File: src/rtl/mux_src_arbiter.sv
// mux_src_arbiter: round-robin ownership arbiter driving the 5-input source mux selector.
// Optional ownership watchdog is enabled by defining MUX_SRC_ARB_TIMEOUT_EN.
module mux_src_arbiter #(
  parameter int N_REQ = 5,
  parameter int SEL_W = 3
`ifdef MUX_SRC_ARB_TIMEOUT_EN
  , parameter int TIMEOUT_CYCLES = 16
`endif
) (
  input  logic             clk,
  input  logic             reset,
  input  logic [N_REQ-1:0] req,
  input  logic             done,
  output logic [SEL_W-1:0] selector,
  output logic [N_REQ-1:0] grant,
  output logic             busy,
  output logic             timeout
);
  typedef enum logic {IDLE, OWNED} state_t;
  state_t r_state, w_state_n;
  logic [SEL_W-1:0] r_last, r_sel, w_win, w_idx;
  logic [SEL_W:0] w_sum;
  logic [N_REQ-1:0] r_grant;
  logic w_any, w_to, w_rel, w_take;
  // Scan farthest-first so the nearest requester after r_last wins; r_last itself comes last.
  always_comb begin
    w_win = r_last;
    w_sum = '0;
    w_idx = '0;
    for (int k = N_REQ; k >= 1; k--) begin
      w_sum = {1'b0, r_last} + (SEL_W+1)'(k);
      w_sum = w_sum >= (SEL_W+1)'(N_REQ) ? w_sum - (SEL_W+1)'(N_REQ) : w_sum;
      w_idx = w_sum[SEL_W-1:0];
      w_win = req[w_idx] ? w_idx : w_win;
    end
  end
  assign w_any = |req;
`ifdef MUX_SRC_ARB_TIMEOUT_EN
  localparam int CNT_W = $clog2(TIMEOUT_CYCLES + 1);
  logic [CNT_W-1:0] r_cnt;
  logic r_timeout;
  assign w_to = r_state == OWNED && !done && r_cnt == CNT_W'(TIMEOUT_CYCLES - 1);
  always_ff @(posedge clk) begin
    if (reset) begin
      r_cnt <= '0;
      r_timeout <= 1'b0;
    end else begin
      r_cnt <= (w_state_n == OWNED && !w_take) ? r_cnt + 1'b1 : '0;
      r_timeout <= w_to;
    end
  end
  assign timeout = r_timeout;
`else
  assign w_to = 1'b0;
  assign timeout = 1'b0;
`endif
  assign w_rel = r_state == OWNED && (done || w_to);
  assign w_take = (r_state == IDLE || w_rel) && w_any;
  always_comb w_state_n = w_take ? OWNED : (w_rel ? IDLE : r_state);
  always_ff @(posedge clk) begin
    if (reset) begin
      r_state <= IDLE;
      r_last <= SEL_W'(N_REQ - 1);
      r_sel <= '0;
      r_grant <= '0;
    end else begin
      r_state <= w_state_n;
      if (w_take) begin
        r_last <= w_win;
        r_sel <= w_win;
        r_grant <= N_REQ'(1) << w_win;
      end else if (w_rel) begin
        r_grant <= '0;
      end
    end
  end
  assign selector = r_sel;
  assign grant = r_grant;
  assign busy = r_state == OWNED;
endmodule

File: config.mk
export PLATFORM = sky130hd
export DESIGN_NAME = mux_src_arbiter
export DESIGN_NICKNAME = d
export VERILOG_FILES = /design/src/rtl/mux_src_arbiter.sv
export SDC_FILE = /design/constraint.sdc
export NUM_CORES = 1
export LEC_CHECK = 0
export CORE_MARGIN = 2
export CORE_UTILIZATION = 58
export CTS_CLUSTER_DIAMETER = 120
export DETAILED_ROUTE_END_ITERATION = 6
export GPL_TIMING_DRIVEN = 0
export MAX_ROUTING_LAYER = met4
export PLACE_DENSITY = 0.82
export SYNTH_ARGS = -nofsm -noshare
export SYNTH_HDL_FRONTEND = slang
export SYNTH_SLANG_ARGS = --single-unit
File: constraint.sdc
create_clock -name clk -period 3.5 [get_ports clk]
set_input_delay 0.35 -clock clk [delete_from_list [all_inputs] [get_ports clk]]
set_output_delay 0.35 -clock clk [all_outputs]
set_load 0.01 [all_outputs]
==> metrics.md, run 1 <==
| Metric | Value |
|---|---|
| Clk pin slew, worst setup/hold paths | 0.07 ns |
| Port Buffers | 15 |
| Max Cap Viol | 0 |
| Setup violations, final | 0 |
| Required @ worst endpoint | 3.66 ns |
| Asr flop ratio synth | 0 |
| Area of the multi-input gates | 1440 um^2 |
| Fillers | 221 |
| Yosys top cell area share | 0.117 |
| Routed Wire Length | 4.89 mm |
| Register area share after synthesis | 0.117 |
| Top FF cell, synth | dfxtp_1 |
| Vias | 1827 |
| IO Pins | 18 |
| Vias/cell | 6.74 |
| Die W | 58.2 um |
| Synthesized flop and latch total | 10 |
| Post-Syn Area | 1700 um^2 |
| Critical path type | reg2reg |
| Mapped Cells | 218 |
| Initial antenna violation count | 0 |
| Post-DP Area | 1890 um^2 |
| Tcrit/Tclk final | 0.949 |
| CP Data Arrival Time | 3.49 ns |
| Starting density of the core | 0.613 |
| Status | completed |
| PD cells | 1150 nW/um^2 |
| Detailed placement HPWL | 3.59 mm |
| Yosys cell types | 65 |
| Mapped Nets | 236 |
| Ys Warns | 0 |
| Clock latency on the worst-skew pair | 0.27 ns |
| Power Total | 2.34 mW |
| Slew Viols, Final | 0 |
| Largest net degree at the start of global routing | 14 |
| Count leader, synth | nand2_1 |
| Chip height | 58.2 um |
| # DRC | 0 |
| CTS tree | done |
| Initial DRC Count | 151 |
| Num CTS Buffers | 3 |
| RePlAce Congestion | 0.929 |
| Fin. Hold Viols | 0 |
| Area delta synth->final | 19.2% |
| Synth area leaders | dfxtp_1, ha_1, nand2_1 |
| WHS | 0.428 ns |
| Relative slew slack | 0.571 |
| Design area | 2030 um^2 |
| Number of synthesized flops with an enable pin | 0 |
| Area leader, netlist | dfxtp_1 |
| CP startpoint kind | flip-flop |
| Reg area | 201 um^2 |
| VDD IR-drop max | 0.996 mV |
| DIE AREA | 3390 um^2 |
| First-pass GRT wire length | 7.91 mm |
| Total GRT Usage | 0.314 |
| Tmin final | 3.32 ns |
| Clock Skew | 0.00648 ns |
| RSZ-0062 raised after global routing | no |
| Wire per inst | 18.0 um |
| CTS Buffer Depth | 2 |
| Overflow left after global routing | 0 |
| Rows | 19 |
| Post-route ant nets | 0 |
| Share of layout cells above drive strength 1 | 0.213 |
| Diodes inserted | 0 |
| CTS Hold Buffers Added | 0 |
| Fmax | 301 MHz |
| Worst-path maximum fanout | 11 |
| Clk sink count | 10 |
| Nets | 259 |
| First-pass detailed-route iteration total | 6 |
| Mean Syn Cell Area | 7.82 um^2 |
| Vias in the first global route | 1699 |
| Root Driver | clkbuf_4 |
| Slew @ Worst Pin | 0.640 ns |
| Core Area | 2780 um^2 |
| Post-Place Worst Slack | -0.193 ns |
| Top post-synthesis cells by count | nand2_1, nor2_1, a21oi_1 |
| Final Worst Setup Slack | 0.178 ns |
| H-tree depth | 1 |
| Worst setup EP type | flip-flop |
| Static Leak | 0.764 nW |
| Worst Hold Class | in2reg |
where the power goes:
part | internal [mW] | leakage [nW] | switching, mW
combinational | 0.871 | 0.661 | 1.18
sequential | 0.146 | 0.0827 | 0.0413
clock | 0.0631 | 0.0210 | 0.0389
routing by layer:
metal	track usage	routed length, um	up-vias
li1	-	-	864
met1	0.365	1930	835
met2	0.494	2310	100
met3	0.0558	416	28
met4	0.209	236	0
met5	-	0	-
registers in the layout, summed over array words and instances (netlist names):
register / cells
selector: 1
busy: 1
grant: 5
r_last: 3
stage by stage:
step	cells	utilization	TNS (ns)
detailed placement	264	0.681	-0.721
CTS	269	0.711	0
finish	271	0.730	0
floorplan	218	-	0
global route	271	0.730	0
global placement	264	0.681	-0.680
cells by family after synthesis:
logic type / synth area share
AOI/OAI and AO/OA: 0.330
xor gates and xnor gates: 0.0257
adders and majority gates: 0.0778
buffers and inverters: 0.0815
DFF: 0.117
muxes: 0.0631
other: 0.00220
and+or+nand+nor: 0.302
repair_timing:
| action | CTS | global route |
|---|---|---|
| setup buffers | 1 | 2 |
| resized for setup | 8 | 11 |
| pin swaps | 1 | 4 |
| endpoints found under the setup margin | 6 | 7 |
final timing paths:
check / start / end / slack [ns] / cells after the start
hold reg to reg: grant[1] / grant[1] / 0.46 / 2
setup / recovery: r_last[0] / grant[2] / 0.18 / 14
hold / removal: reset / busy / 0.43 / 2
setup reg to reg: r_last[0] / grant[2] / 0.18 / 14
critical path, stage by stage (launching register included):
cell     delay (ns)
dfxtp_1        0.40
buf_6          0.17
buf_6          0.15
inv_4          0.08
ha_1           0.32
buf_2          0.22
buf_4          0.22
mux2i_1        0.22
o22ai_1        0.13
a31oi_1        0.21
o22ai_1        0.21
o31ai_4        0.27
o32ai_4        0.15
and2_1         0.21
a32o_2         0.26
placed cells by master (no fill, tap or decap), types with 7 or more instances in the layout:
master           count
clkdlybuf4s50_1     15
ha_1                 9
nand2b_1            11
inv_1                8
nor2_1              16
a21oi_1             12
a211oi_1             8
nand2_1             19
dfxtp_1              9
buf_4                7
buf_2                8
final cells by class:
| cell class | instances | share of cell area |
|---|---|---|
| tap | 31 | 0.0191 |
| inverter | 9 | 0.0179 |
| buffer | 18 | 0.0530 |
| sequential | 10 | 0.0992 |
| multi-input combinational | 181 | 0.708 |
| timing repair buffer | 18 | 0.0850 |
| clock buffer | 4 | 0.0179 |
Power figures use the tool's default switching activity.
==> inputs of run 2 (changes only) <==
--- a/config.mk
+++ b/config.mk
@@ -8,6 +8,7 @@
 export CORE_MARGIN = 2
 export CORE_UTILIZATION = 58
 export CTS_CLUSTER_DIAMETER = 120
+export CTS_CLUSTER_SIZE = 14
 export DETAILED_ROUTE_END_ITERATION = 6
 export GPL_TIMING_DRIVEN = 0
 export MAX_ROUTING_LAYER = met4
==> results of run 2 <==
The final DEF is identical to that of run 1; final timing and power are the same.
